**src/rtl/regfile_seq_ctrl_if.sv**
```systemverilog
// Handshake and datapath-control bundle between the sequencer, instruction memory
// and the register-file/ALU datapath.
interface regfile_seq_ctrl_if #(
    parameter int unsigned PC_W = 8
);
    logic            instr_req;
    logic            instr_ack;
    logic [15:0]     instr_in;
    logic [PC_W-1:0] pc;
    logic [2:0]      fir_add;
    logic [2:0]      sec_add;
    logic [2:0]      write_add;
    logic            wr_en;
    logic [1:0]      alu_op;
    logic            wb_sel;
    logic [15:0]     imm_out;
    logic            halted;
    logic            illegal;

    modport master (
        output instr_req, pc, fir_add, sec_add, write_add, wr_en,
               alu_op, wb_sel, imm_out, halted, illegal,
        input  instr_ack, instr_in
    );

    modport slave (
        input  instr_req, pc, fir_add, sec_add, write_add, wr_en,
               alu_op, wb_sel, imm_out, halted, illegal,
        output instr_ack, instr_in
    );
endinterface

```
**src/rtl/regfile_seq_ctrl.sv**
```systemverilog
// Multi-cycle FETCH/DECODE/EXEC/WB sequencer driving register-file addresses,
// write enable, ALU op and writeback select for a 16-bit processor.
module regfile_seq_ctrl #(
    parameter int unsigned PC_W     = 8,
    parameter int unsigned RESET_PC = 0
) (
    input  logic                clk,
    input  logic                rst,
    regfile_seq_ctrl_if.master  bus
);

    localparam logic [3:0] OP_NOP  = 4'h0;
    localparam logic [3:0] OP_ADD  = 4'h1;
    localparam logic [3:0] OP_SUB  = 4'h2;
    localparam logic [3:0] OP_AND  = 4'h3;
    localparam logic [3:0] OP_OR   = 4'h4;
    localparam logic [3:0] OP_LDI  = 4'h5;
    localparam logic [3:0] OP_MOV  = 4'h6;
    localparam logic [3:0] OP_HALT = 4'hF;

    localparam logic [1:0] ALU_ADD = 2'b00;
    localparam logic [1:0] ALU_SUB = 2'b01;
    localparam logic [1:0] ALU_AND = 2'b10;
    localparam logic [1:0] ALU_OR  = 2'b11;

    typedef enum logic [2:0] {
        S_FETCH,
        S_DECODE,
        S_EXEC,
        S_WB,
        S_HALT
    } state_e;

    state_e          state_q, state_d;
    logic [PC_W-1:0] pc_q, pc_d;
    logic [15:0]     ir_q, ir_d;
    logic            instr_req_q, instr_req_d;
    logic [2:0]      fir_add_q, fir_add_d;
    logic [2:0]      sec_add_q, sec_add_d;
    logic [2:0]      write_add_q, write_add_d;
    logic            wr_en_q, wr_en_d;
    logic [1:0]      alu_op_q, alu_op_d;
    logic            wb_sel_q, wb_sel_d;
    logic [15:0]     imm_out_q, imm_out_d;
    logic            halted_q, halted_d;
    logic            illegal_q, illegal_d;

    logic [3:0]      opcode;
    assign opcode = ir_q[15:12];

    // Next-state and registered-output logic
    always_comb begin
        state_d     = state_q;
        pc_d        = pc_q;
        ir_d        = ir_q;
        fir_add_d   = fir_add_q;
        sec_add_d   = sec_add_q;
        write_add_d = write_add_q;
        alu_op_d    = alu_op_q;
        wb_sel_d    = wb_sel_q;
        imm_out_d   = imm_out_q;
        halted_d    = halted_q;
        illegal_d   = 1'b0;
        instr_req_d = 1'b0;
        wr_en_d     = 1'b0;

        case (state_q)
            S_FETCH: begin
                // Only a real handshake counts: req must already be visible to memory.
                if (instr_req_q && bus.instr_ack) begin
                    ir_d    = bus.instr_in;
                    pc_d    = pc_q + PC_W'(1);
                    state_d = S_DECODE;
                end
            end
            S_DECODE: begin
                fir_add_d   = ir_q[8:6];
                sec_add_d   = (opcode == OP_MOV) ? 3'd0 : ir_q[5:3];
                write_add_d = ir_q[11:9];
                imm_out_d   = {{10{ir_q[5]}}, ir_q[5:0]};
                wb_sel_d    = (opcode == OP_LDI);
                alu_op_d    = ALU_ADD;
                case (opcode)
                    OP_NOP:  state_d = S_FETCH;
                    OP_ADD,
                    OP_MOV,
                    OP_LDI:  state_d = S_EXEC;
                    OP_SUB: begin
                        alu_op_d = ALU_SUB;
                        state_d  = S_EXEC;
                    end
                    OP_AND: begin
                        alu_op_d = ALU_AND;
                        state_d  = S_EXEC;
                    end
                    OP_OR: begin
                        alu_op_d = ALU_OR;
                        state_d  = S_EXEC;
                    end
                    OP_HALT: begin
                        halted_d = 1'b1;
                        state_d  = S_HALT;
                    end
                    default: begin
                        illegal_d = 1'b1;
                        state_d   = S_FETCH;
                    end
                endcase
            end
            S_EXEC:  state_d = S_WB;
            S_WB:    state_d = S_FETCH;
            S_HALT:  state_d = S_HALT;
            default: state_d = S_FETCH;
        endcase

        instr_req_d = (state_d == S_FETCH);
        wr_en_d     = (state_d == S_WB);
    end

    // State and output registers with synchronous reset
    always_ff @(posedge clk) begin
        if (rst) begin
            state_q     <= S_FETCH;
            pc_q        <= PC_W'(RESET_PC);
            ir_q        <= 16'h0000;
            instr_req_q <= 1'b0;
            fir_add_q   <= 3'd0;
            sec_add_q   <= 3'd0;
            write_add_q <= 3'd0;
            wr_en_q     <= 1'b0;
            alu_op_q    <= 2'b00;
            wb_sel_q    <= 1'b0;
            imm_out_q   <= 16'h0000;
            halted_q    <= 1'b0;
            illegal_q   <= 1'b0;
        end else begin
            state_q     <= state_d;
            pc_q        <= pc_d;
            ir_q        <= ir_d;
            instr_req_q <= instr_req_d;
            fir_add_q   <= fir_add_d;
            sec_add_q   <= sec_add_d;
            write_add_q <= write_add_d;
            wr_en_q     <= wr_en_d;
            alu_op_q    <= alu_op_d;
            wb_sel_q    <= wb_sel_d;
            imm_out_q   <= imm_out_d;
            halted_q    <= halted_d;
            illegal_q   <= illegal_d;
        end
    end

    assign bus.instr_req = instr_req_q;
    assign bus.pc        = pc_q;
    assign bus.fir_add   = fir_add_q;
    assign bus.sec_add   = sec_add_q;
    assign bus.write_add = write_add_q;
    assign bus.wr_en     = wr_en_q;
    assign bus.alu_op    = alu_op_q;
    assign bus.wb_sel    = wb_sel_q;
    assign bus.imm_out   = imm_out_q;
    assign bus.halted    = halted_q;
    assign bus.illegal   = illegal_q;

endmodule

```
**src/flat_wrapper.sv**
```systemverilog
// flat-port wrapper written by rule: the top's interface ports become plain ports
module regfile_seq_ctrl_flat 
#(
    parameter int unsigned PC_W     = 8,
    parameter int unsigned RESET_PC = 0
)
  (clk, rst, bus_instr_req, bus_pc, bus_fir_add, bus_sec_add, bus_write_add, bus_wr_en, bus_alu_op, bus_wb_sel, bus_imm_out, bus_halted, bus_illegal, bus_instr_ack, bus_instr_in);
  regfile_seq_ctrl_if #(.PC_W(PC_W)) bus_i ();
  input  logic clk;
  input  logic rst;
  output wire logic [$bits(bus_i.instr_req)-1:0] bus_instr_req;
  output wire logic [$bits(bus_i.pc)-1:0] bus_pc;
  output wire logic [$bits(bus_i.fir_add)-1:0] bus_fir_add;
  output wire logic [$bits(bus_i.sec_add)-1:0] bus_sec_add;
  output wire logic [$bits(bus_i.write_add)-1:0] bus_write_add;
  output wire logic [$bits(bus_i.wr_en)-1:0] bus_wr_en;
  output wire logic [$bits(bus_i.alu_op)-1:0] bus_alu_op;
  output wire logic [$bits(bus_i.wb_sel)-1:0] bus_wb_sel;
  output wire logic [$bits(bus_i.imm_out)-1:0] bus_imm_out;
  output wire logic [$bits(bus_i.halted)-1:0] bus_halted;
  output wire logic [$bits(bus_i.illegal)-1:0] bus_illegal;
  input wire logic [$bits(bus_i.instr_ack)-1:0] bus_instr_ack;
  input wire logic [$bits(bus_i.instr_in)-1:0] bus_instr_in;
  assign bus_instr_req = bus_i.instr_req;
  assign bus_pc = bus_i.pc;
  assign bus_fir_add = bus_i.fir_add;
  assign bus_sec_add = bus_i.sec_add;
  assign bus_write_add = bus_i.write_add;
  assign bus_wr_en = bus_i.wr_en;
  assign bus_alu_op = bus_i.alu_op;
  assign bus_wb_sel = bus_i.wb_sel;
  assign bus_imm_out = bus_i.imm_out;
  assign bus_halted = bus_i.halted;
  assign bus_illegal = bus_i.illegal;
  assign bus_i.instr_ack = bus_instr_ack;
  assign bus_i.instr_in = bus_instr_in;
  regfile_seq_ctrl #(.PC_W(PC_W), .RESET_PC(RESET_PC)) u_core (.clk(clk), .rst(rst), .bus(bus_i));
endmodule
```
**config.mk**
```make
export PLATFORM = sky130hd
export DESIGN_NAME = regfile_seq_ctrl_flat
export DESIGN_NICKNAME = d
export VERILOG_FILES = /design/src/rtl/regfile_seq_ctrl_if.sv /design/src/rtl/regfile_seq_ctrl.sv /design/src/flat_wrapper.sv
export SDC_FILE = /design/constraint.sdc
export NUM_CORES = 1
export LEC_CHECK = 0
export ABC_AREA = 1
export CAP_MARGIN = 0
export CORE_MARGIN = 5
export CORE_UTILIZATION = 45
export DETAILED_ROUTE_END_ITERATION = 16
export GPL_TIMING_DRIVEN = 0
export PLACE_DENSITY_LB_ADDON = 0.25
export SYNTH_ARGS = -nofsm -noshare
export SYNTH_HDL_FRONTEND = slang
export SYNTH_SLANG_ARGS = --single-unit
```
**constraint.sdc**
```tcl
create_clock -name clk -period 1.58 [get_ports clk]
set_input_delay 0.158 -clock clk [delete_from_list [all_inputs] [get_ports clk]]
set_output_delay 0.158 -clock clk [all_outputs]
set_load 0.02 [all_outputs]
```
==> results of run 1 <==
## synthesized netlist by cell type
cell,number
dfxtp_1,49
inv_2,4
a21oi_1,18
nor2_1,63
nand4_1,1
buf_4,12
buf_6,5
nor2_2,6
o21ai_1,1
clkbuf_1,2
inv_1,17
a22oi_1,3
nand2_1,23
xnor2_1,1
buf_2,1
nor2_4,1
nor3_1,4
ha_1,1
nand2_2,1
clkbuf_2,1
and2_1,1
nand3_1,6
o21ai_0,32
nand4_4,1
nand3_2,4
## flip-flops by register name (all words and copies together), names as in the netlist
name                  cells
u_core.bus.sec_add        3
u_core.state_q            3
u_core.bus.wb_sel         1
u_core.bus.instr_req      1
u_core.ir_q              16
u_core.bus.imm_out        6
u_core.bus.alu_op         2
u_core.bus.halted         1
u_core.bus.illegal        1
u_core.bus.wr_en          1
u_core.bus.pc             8
u_core.bus.fir_add        3
u_core.bus.write_add      3
## what timing repair did
action                                  4_1_cts  5_1_grt
pin swaps                                     0        0
setup buffers                                 0        0
endpoints found under the setup margin       11        1
hold endpoints to repair                      0        0
resized for setup                            12        1
## final timing paths
check        cells after the start  slack (ns)                   from                    end
max                              1        0.06       u_core.bus.pc[4]              bus_pc[4]
min                              3        0.44        bus_instr_in[8]         u_core.ir_q[8]
max reg2reg                      5        0.37        u_core.ir_q[14]  u_core.bus.sec_add[0]
min reg2reg                      2        0.48  u_core.bus.imm_out[4]  u_core.bus.imm_out[4]
## layout make-up
cell class | instances | area, µm² | area share, %
repair buffers | 58 | 570.5 | 20.77
plain buffers | 21 | 163.9 | 5.968
clock inverters | 2 | 10.01 | 0.3645
well taps | 52 | 65.06 | 2.369
inverters | 21 | 78.83 | 2.870
clock buffers | 6 | 72.57 | 2.642
multi-input cells | 167 | 800.8 | 29.16
flip-flops and latches | 49 | 984.7 | 35.85
## logic make-up (layout without fill, tap and decap cells)
group,after synthesis,in the layout,share of synthesized area (%)
adder cells (fa/ha/maj),1,1,0.6179
XOR/XNOR,1,1,0.4327
flip-flops,49,49,48.45
buffers and inverters,42,108,11.99
AND/OR/NAND/NOR,111,111,24.78
AO/OA/AOI/OAI,54,54,13.72
## placed cells by master (no fill, tap or decap), drive strengths merged, types with 3 or more instances in the layout
| master | count |
|---|---|
| dlygate4sd2 | 10 |
| dfxtp | 49 |
| a22oi | 3 |
| a21oi | 18 |
| nor2 | 70 |
| buf | 18 |
| nand3 | 10 |
| o21ai | 33 |
| nor3 | 4 |
| clkdlybuf4s50 | 47 |
| inv | 21 |
| nand2 | 24 |
| clkbuf | 9 |
## report_power, final
group | switching (mW) | internal (mW)
clock | 0.402 | 0.308
sequential | 0.0447 | 1.30
combinational | 0.224 | 0.189
## stage by stage
stage / setup WS [ns] / std cells
floorplan: 0.3634 / 258
global placement: -0.02059 / 368
detailed placement: -0.03296 / 368
CTS: 0.01768 / 376
global route: 0.004258 / 376
finish: 0.06479 / 376
## per-layer routing
layer,GRT usage [%],part of all wire (%),vias to the layer above
met3,5.269,6.3,6
met5,0,0,-
met1,20.28,44,834
met4,5.326,1.4,0
met2,26.15,48,46
li1,-,-,943
==> qor.yml, run 1 <==
run_status:
  status: "finished, final reports clean"
detailed_routing:
  drt_first_pass_iters: 4
  vias: 1829
  drt_drc_violations_left: 0
  totalWireLength_um: 4698
  avgRoutedWirePerCell_um: 12.49
  drt.antenna.violating_nets: 0
  routed_via_density: 4.864
  first_iter_violations: 105
sta:
  tightestPinTransition_ns: 0.4220
  grt_setup_unrepaired: "false"
  fin_crit_ns: 1.515
  fin_setup_tns_ns: 0
  drv_slew: 0
  maxSlewHeadroom_pct: 71.87
  whs_ns: 0.4436
  fin_skew_ns: 0.001444
  max_freq_mhz: 660.0
  period_share_pct: 95.90
  setup_viol: 0
  hold_violations: 0
final_layout:
  antenna_cells: 0
  fillers: 414
  final_layout_size_suffix_gt1_share_pct: 13.58
  layout.nets: 343
  design_area_mm2: 0.002746
  postLayoutCoreUtil_pct: 63.07
  area_growth_pct: 35.66
floorplan:
  die_area_mm2: 0.005940
  rows: 24
  coreArea_mm2: 0.004354
  ioPinCount: 59
  die_h_um: 77.07
  die_w_um: 77.07
  start_util_pct: 46.49
global_route:
  grt_antenna_before_repair: 0
  overflow: 0
  grt_use_total_pct: 16.17
  first_global_vias: 1757
  grt_pass1_wl_um: 7886
  grt_max_degree: 15
critical_path:
  worst_path_dominant_cell_family: "buffers and inverters"
  critPathBufInv: 1
  slowest_stage: "clkdlybuf4s50_1"
  cp.arrival_ns: 1.36
  crit_path_end_kind: "output pin"
  path_class: "register to output pin"
  cp.required_ns: 1.42
  cp-start-kind: "register"
  path_cells: "clkdlybuf4s50_1"
  critPathMaxStageDelay_ns: 0.64
  crit_fanout: 4
yosys:
  synth.avg_cell_area_um2: 7.847
  synth.area.top_cells: "dfxtp_1 (48%), nor2_1 (12%), o21ai_0 (7.9%)"
  ys_ff_latch: 49
  syn_area_mm2: 0.002024
  yosys_warnings: 0
  yosysTopAreaCell: "dfxtp_1"
  ys_seq_area_share_pct: 48.45
  synth.net_count: 278
  yosysTopAreaCellShare_pct: 48.45
  synthCells: 258
  ys_types: 25
cts:
  clock_latency_ns: 0.30
  clockBufferDepth: 2
  cts_made_buffers: 5
  clock-sinks: 49
  tritoncts: "done"
  cts.clk_slew.worst_paths_ns: 0.09
  clockRootBuffer: "clkbuf_8"
  cts_max_level: 2
  cts_hold_buffers: 0
power:
  p_leak_nw: 1.130
  total_power_mw: 2.473
  irDropWorstVdd_uv: 661.1
  p_per_area_mw_per_mm2: 900.3
job:
  timing.max_cap.violations: 0
worst_hold_path:
  min_path_type: "input pin to register"
placed_design:
  portBuffers: 58
  hpwl_um: 3390
  dpl_cell_area_mm2: 0.002670
  place.gp.congestion: 0.8166
(Power assumes the default switching activity.)
==> inputs of run 2 (changes only) <==
- CORE_UTILIZATION: 45 -> 50
==> qor.yml, run 2 (synthesis gave the netlist of run 1 again) <==
final_layout:
  area_growth_pct: 35.29  # was 35.66%
  multi_input_area_um2: 800.8  # unchanged
  largest_register_ffs: 16  # unchanged
  layout.nets: 343  # unchanged
  final_common_cell: "nor2_1"  # unchanged
  regMostFlops: "u_core.ir_q"  # unchanged
  final_layout_size_suffix_gt1_share_pct: 12.96  # was 13.58%
  design_area_mm2: 0.002739  # was 0.002746 mm²
  final_cell_mix: "nor2_1 (63), clkdlybuf4s50_1 (48), dfxtp_1 (48), o21ai_0 (32), nand2_1 (23)"  # was nor2_1 (63), dfxtp_1 (48), clkdlybuf4s50_1 (47), o21ai_0 (32), nand2_1 (23)
  regArea_um2: 984.7  # unchanged
  postLayoutCoreUtil_pct: 68.97  # was 63.07%
  fin_cells: 374  # was 376
  antenna_cells: 0  # unchanged
  fillers: 350  # was 414
cts:
  cts.clk_slew.worst_paths_ns: 0.08  # was 0.09 ns
  cts_repair_resize_count: 12  # unchanged
  cts_max_level: 2  # unchanged
  clock_latency_ns: 0.30  # about the same
  clock-sinks: 49  # unchanged
  clockRootBuffer: "clkbuf_8"  # unchanged
  cts_hold_buffers: 0  # unchanged
  clockBufferDepth: 2  # unchanged
  tritoncts: "done"  # unchanged
  cts_made_buffers: 5  # unchanged
  post_cts_buffers: 0  # unchanged
floorplan:
  rows: 23  # was 24
  die_h_um: 73.63  # was 77.07 µm
  die_w_um: 73.63  # was 77.07 µm
  coreArea_mm2: 0.003971  # was 0.004354 mm²
  ioPinCount: 59  # unchanged
  start_util_pct: 50.98  # was 46.49%
  die_area_mm2: 0.005421  # was 0.005940 mm²
job:
  timing.max_cap.violations: 0  # unchanged
sta:
  fin_setup_tns_ns: 0  # unchanged
  period_share_pct: 96.89  # was 95.90%
  fin_skew_ns: 0.003508  # was 0.001444 ns
  worst_slack_ns: 0.04907  # was 0.06479 ns
  maxSlewHeadroom_pct: 73.07  # was 71.87%
  grt_setup_unrepaired: "false"  # unchanged
  hold_violations: 0  # unchanged
  drv_slew: 0  # unchanged
  max_freq_mhz: 653.2  # was 660.0 MHz
  fin_crit_ns: 1.531  # was 1.515 ns
  tightestPinTransition_ns: 0.4039  # was 0.4220 ns
  setup_viol: 0  # unchanged
  whs_ns: 0.4391  # was 0.4436 ns
placed_design:
  place.gp.congestion: 0.7635  # was 0.8166
  portBuffers: 58  # unchanged
  post-place-ws_ns: -0.01159  # was -0.03296 ns
  hpwl_um: 3370  # was 3390 µm
  dpl_cell_area_mm2: 0.002668  # was 0.002670 mm²
  place_inst: 366  # was 368
critical_path:
  worst_path_dominant_cell_family: "buffers and inverters"  # unchanged
  r2r_cells: 6  # was 5
  cp.required_ns: 1.42  # about the same
  cp.arrival_ns: 1.37  # was 1.36 ns
  crit_path_end_kind: "output pin"  # unchanged
  cp-start-kind: "register"  # unchanged
  reg2reg_slack_ns: 0.35  # was 0.37 ns
  slowest_stage: "clkdlybuf4s50_1"  # unchanged
  path_class: "register to output pin"  # unchanged
  path_cells: "clkdlybuf4s50_1"  # unchanged
  crit_fanout: 3  # was 4
  critPathMaxStageDelay_ns: 0.64  # about the same
  critPathBufInv: 1  # unchanged
  regToRegStartpoint: "u_core.bus.pc[1]"  # was u_core.ir_q[14]
  timing.rr.end: "u_core.bus.pc[6]"  # was u_core.bus.sec_add[0]
worst_hold_path:
  holdCritStartpoint: "bus_instr_in[1]"  # was bus_instr_in[8]
  hold_end: "u_core.ir_q[1]"  # was u_core.ir_q[8]
  min_path_type: "input pin to register"  # unchanged
  holdPathStages: 3  # unchanged
detailed_routing:
  drt.antenna.violating_nets: 0  # unchanged
  drt_drc_violations_left: 0  # unchanged
  drt_first_pass_iters: 4  # unchanged
  routed_via_density: 4.794  # was 4.864
  avgRoutedWirePerCell_um: 11.98  # was 12.49 µm
  totalWireLength_um: 4480  # was 4698 µm
  first_iter_violations: 109  # was 105
  vias: 1793  # was 1,829
global_route:
  met2_usage_pct: 27.36  # was 26.15%
  grt_use_total_pct: 16.91  # was 16.17%
  grt-busiest-layer: "met2"  # unchanged
  grt_antenna_before_repair: 0  # unchanged
  first_global_vias: 1568  # was 1,757
  gr-usage-met3_pct: 5.335  # was 5.269%
  overflow: 0  # unchanged
  grt_use_met1_pct: 21.09  # was 20.28%
  grt_pass1_wl_um: 6955  # was 7886 µm
  grt_max_degree: 14  # was 15
power:
  p_per_area_mw_per_mm2: 899.3  # was 900.3 mW/mm²
  total_power_mw: 2.463  # was 2.473 mW
  p_leak_nw: 1.113  # was 1.130 nW
  irDropWorstVdd_uv: 644.6  # was 661.1 µV
run_status:
  status: "finished, final reports clean"  # unchanged
==> run 2: changes by cell type in the layout (fill, tap and decap cells not counted), sizes merged <==
cell / delta
clkbuf: +2
clkdlybuf4s50: +1
dlymetal6s2s: -1
clkinv: -2
==> run 2: routing by layer <==
layer	share of wire, %	vias to the layer above	wire, µm
met3	7.3	4	328
li1	-	942	-
met1	43	796	1941
met4	1.1	0	48
met5	0	-	0
met2	48	51	2162
==> run 2: layout make-up <==
class,count,share of cell area (%)
tap,50,2.284
multi-input combinational,167,29.24
clock buffer,8,2.924
sequential,49,35.95
buffer,21,5.984
inverter,21,2.878
timing repair buffer,58,20.74
==> run 2: worst max-delay path by stage <==
stage / startpoint / end / slack [ns] / cells after the start
after detailed placement: rst / u_core.ir_q[8] / -0.01 / 5
after floorplan: u_core.bus.pc[1] / u_core.bus.pc[6] / 0.36 / 6
final: u_core.bus.instr_req / bus_instr_req / 0.05 / 1
after global routing: u_core.bus.instr_req / bus_instr_req / 0.004 / 1
after global placement: rst / u_core.ir_q[7] / 0.02 / 5
after CTS: u_core.bus.instr_req / bus_instr_req / 0.04 / 1
==> run 2: power by group <==
part           total (mW)  internal, mW  switching [mW]
combinational       0.412         0.190           0.222
clock               0.702         0.315           0.387
sequential           1.35          1.30          0.0441
total                2.46          1.81           0.654
==> run 2: worst reg2reg max path: stages, from the launching register on <==
cell     delay (ns)
dfxtp_1        0.39
ha_1           0.21
nand2_1        0.09
nor3_1         0.23
nand3_1        0.11
nand2_1        0.07
nor2_1         0.03
==> inputs of run 3 (changes only) <==
- ABC_AREA: 1 -> not set
- CORE_ASPECT_RATIO: not set -> 0.75
- CORE_MARGIN: 5 -> not set
- CORE_UTILIZATION: 50 -> 51
==> qor.yml, run 3 <==
run_status:
  status: "finished, final reports clean"  # unchanged
final_layout:
  antenna_cells: 0  # unchanged
  final_layout_size_suffix_gt1_share_pct: 12.54  # was 12.96%
  multi_input_area_um2: 945.9  # was 800.8 µm²
  final_cell_mix: "dfxtp_1 (47), clkdlybuf4s50_1 (45), a21oi_1 (43), nand2_1 (35), nand3_1 (24)"  # was nor2_1 (63), clkdlybuf4s50_1 (48), dfxtp_1 (48), o21ai_0 (32), nand2_1 (23)
  area_growth_pct: 38.72  # was 35.29%
  regMostFlops: "u_core.ir_q"  # unchanged
  fillers: 289  # was 350
  largest_register_ffs: 16  # unchanged
  final_common_cell: "dfxtp_1"  # was nor2_1
  regArea_um2: 985.9  # was 984.7 µm²
  layout.nets: 338  # was 343
yosys:
  yosys_warnings: 0  # unchanged
  ys_types: 37  # was 25
  synth.net_count: 272  # was 278
  syn_area_mm2: 0.002084  # was 0.002024 mm²
  yosysTopAreaCellShare_pct: 47.06  # was 48.45%
  synth-edff-count: 0  # unchanged
  synth.avg_cell_area_um2: 8.272  # was 7.847 µm²
  ys_ff_latch: 49  # unchanged
  async_reset_ff_share_pct: 0  # unchanged
  ys.flop_type: "dfxtp_1"  # unchanged
  synthCells: 252  # was 258
  synth.area.top_cells: "dfxtp_1 (47%), a21oi_1 (10%), nand2_1 (6.3%)"  # was dfxtp_1 (48%), nor2_1 (12%), o21ai_0 (7.9%)
  synth.most_common_cell: "dfxtp_1"  # was nor2_1
  synth_common_cells: "dfxtp_1 (49), a21oi_1 (43), nand2_1 (35)"  # was nor2_1 (63), dfxtp_1 (49), o21ai_0 (32)
  yosysTopAreaCell: "dfxtp_1"  # unchanged
  ys_seq_area_share_pct: 47.06  # was 48.45%
power:
  irDropWorstVdd_uv: 750.1  # was 644.6 µV
  p_leak_nw: 1.060  # was 1.113 nW
  sw_frac_of_total_pct: 25.02  # was 26.54%
  clkPwrFrac_pct: 35.3  # was 28.5%
  combPwrFrac_pct: 14.5  # was 16.7%
  p_per_area_mw_per_mm2: 901.3  # was 899.3 mW/mm²
  p_seq_share_pct: 50.2  # was 54.8%
  p_int_mw: 1.954  # was 1.810 mW
  p_switching_mw: 0.6520  # was 0.6536 mW
detailed_routing:
  routed_via_density: 5.652  # was 4.794
  totalWireLength_um: 5556  # was 4480 µm
  avgRoutedWirePerCell_um: 14.98  # was 11.98 µm
  vias: 2097  # was 1,793
  first_iter_violations: 119  # was 109
  drt_drc_violations_left: 0  # unchanged
  drt.antenna.violating_nets: 0  # unchanged
  drt_first_pass_iters: 4  # unchanged
cts:
  clock-sinks: 49  # unchanged
  cts.clk_slew.worst_paths_ns: 0.09  # was 0.08 ns
  cts_max_level: 2  # unchanged
  clockBufferDepth: 2  # unchanged
  tritoncts: "done"  # unchanged
  cts_made_buffers: 5  # unchanged
  clock_latency_ns: 0.30  # about the same
  cts_hold_buffers: 0  # unchanged
  clockRootBuffer: "clkbuf_8"  # unchanged
floorplan:
  rows: 19  # was 23
  die_w_um: 75.82  # was 73.63 µm
  ioPinCount: 59  # unchanged
  die_area_mm2: 0.004349  # was 0.005421 mm²
  die_h_um: 57.37  # was 73.63 µm
  start_util_pct: 55.15  # was 50.98%
  coreArea_mm2: 0.003780  # was 0.003971 mm²
placed_design:
  hpwl_um: 3669  # was 3370 µm
  portBuffers: 58  # unchanged
  place.gp.congestion: 0.8592  # was 0.7635
critical_path:
  cp.arrival_ns: 1.39  # was 1.37 ns
  path_class: "register to output pin"  # unchanged
  r2r_cells: 4  # was 6
  timing.rr.end: "u_core.bus.alu_op[0]"  # was u_core.bus.pc[6]
  critPathBufInv: 1  # unchanged
  cp.required_ns: 1.42  # about the same
  cp-start-kind: "register"  # unchanged
  slowest_stage: "clkdlybuf4s50_1"  # unchanged
  crit_fanout: 6  # was 3
  worst_path_dominant_cell_family: "buffers and inverters"  # unchanged
  reg2reg_slack_ns: 0.04  # was 0.35 ns
  crit_path_end_kind: "output pin"  # unchanged
  critPathMaxStageDelay_ns: 0.65  # was 0.64 ns
  regToRegStartpoint: "u_core.state_q[1]"  # was u_core.bus.pc[1]
  path_cells: "clkdlybuf4s50_1"  # unchanged
job:
  timing.max_cap.violations: 0  # unchanged
sta:
  period_share_pct: 98.03  # was 96.89%
  fin_setup_tns_ns: 0  # unchanged
  fin_skew_ns: 0.004203  # was 0.003508 ns
  hold_violations: 0  # unchanged
  fin_crit_ns: 1.549  # was 1.531 ns
  drv_slew: 0  # unchanged
  whs_ns: 0.4145  # was 0.4391 ns
  setup_viol: 0  # unchanged
  max_freq_mhz: 645.6  # was 653.2 MHz
  tightestPinTransition_ns: 0.4775  # was 0.4039 ns
  maxSlewHeadroom_pct: 68.17  # was 73.07%
worst_hold_path:
  min_path_type: "input pin to register"  # unchanged
  hold_end: "u_core.ir_q[14]"  # was u_core.ir_q[1]
  holdPathStages: 3  # unchanged
  holdCritStartpoint: "bus_instr_in[14]"  # was bus_instr_in[1]
global_route:
  grt_use_total_pct: 26.48  # was 16.91%
  grt_antenna_before_repair: 0  # unchanged
  overflow: 0  # unchanged
  grt_pass1_wl_um: 8700  # was 6955 µm
  first_global_vias: 1906  # was 1,568
  grt_max_degree: 15  # was 14
run 3: cell count changes in the layout (fill, tap and decap cells not counted), moves of 5 or more:
cell      before  now
nor2_2         6    0
o21ai_0       32   19
clkbuf_2       1    7
nand3_1        6   24
or4_1          0    5
inv_1         17    0
a21oi_1       18   43
nand2_1       23   35
nor2_1        63    5
run 3: power groups by stage:
| stage | clock network (mW) | registers (mW) | logic (mW) |
|---|---|---|---|
| floorplan | 0 | 1.35 | 0.194 |
| global placement | 0 | 1.33 | 0.341 |
| detailed placement | 0 | 1.34 | 0.350 |
| CTS | 0.926 | 1.31 | 0.359 |
| global route | 0.980 | 1.31 | 0.407 |
| finish | 0.920 | 1.31 | 0.378 |
run 3: cell families after synthesis:
kind of cell               after synthesis  share of synthesized area, %
buffers and inverters                   33                         8.283
muxes                                    1                        0.5402
adders and majority gates                1                        0.6001
and+or+nand+nor                         92                         23.41
xor gates and xnor gates                 2                        0.8405
AOI/OAI and AO/OA                       74                         19.27
DFF                                     49                         47.06
run 3: stage by stage:
step | utilization [%] | cell area [µm²] | power (mW) | cells | worst slack (ns)
after floorplan | - | 2085 | 1.539 | 252 | 0.02111
after global placement | 72.23 | 2730 | 1.676 | 362 | -0.3975
after detailed placement | 72.23 | 2730 | 1.687 | 362 | -0.4082
after CTS | 75.60 | 2858 | 2.591 | 370 | 0.001979
after global routing | 76.50 | 2892 | 2.701 | 371 | -0.005999
final | 76.50 | 2892 | 2.606 | 371 | 0.03112
run 3: worst max path at each step:
stage	from	to	slack, ns	cells after the start
2_1_floorplan	u_core.bus.instr_req	u_core.bus.pc[7]	0.02	4
3_3_place_gp	bus_instr_ack	u_core.bus.pc[7]	-0.40	5
3_5_place_dp	bus_instr_ack	u_core.bus.pc[7]	-0.41	5
4_1_cts	u_core.state_q[2]	u_core.bus.alu_op[0]	0.002	4
5_1_grt	u_core.state_q[2]	u_core.bus.alu_op[0]	-0.006	4
6_report	u_core.bus.pc[1]	bus_pc[1]	0.03	1
run 3: routing by layer:
metal  global-route usage [%]  routed length, µm  vias to the layer above
li1                         -                  -                     1013
met1                    35.61               2498                      991
met2                    41.47               2608                       76
met3                    5.124                316                       17
met4                    10.85                133                        0
met5                        0                  0                        -
run 3: area by class of cell:
| class | instances | area share [%] |
|---|---|---|
| multi-input combinational | 170 | 32.71 |
| clock buffer | 7 | 2.986 |
| buffer | 31 | 6.447 |
| timing repair buffer | 60 | 20.29 |
| tap | 52 | 2.250 |
| clock inverter | 1 | 1.039 |
| inverter | 1 | 0.1731 |
| sequential | 49 | 34.10 |
run 3: what timing repair did:
item | 4_1_cts | 5_1_grt
resized for setup | 21 | 25
pin swaps | 0 | 2
buffers inserted | 0 | 2
gates cloned | 0 | 0
setup endpoints to repair | 42 | 41
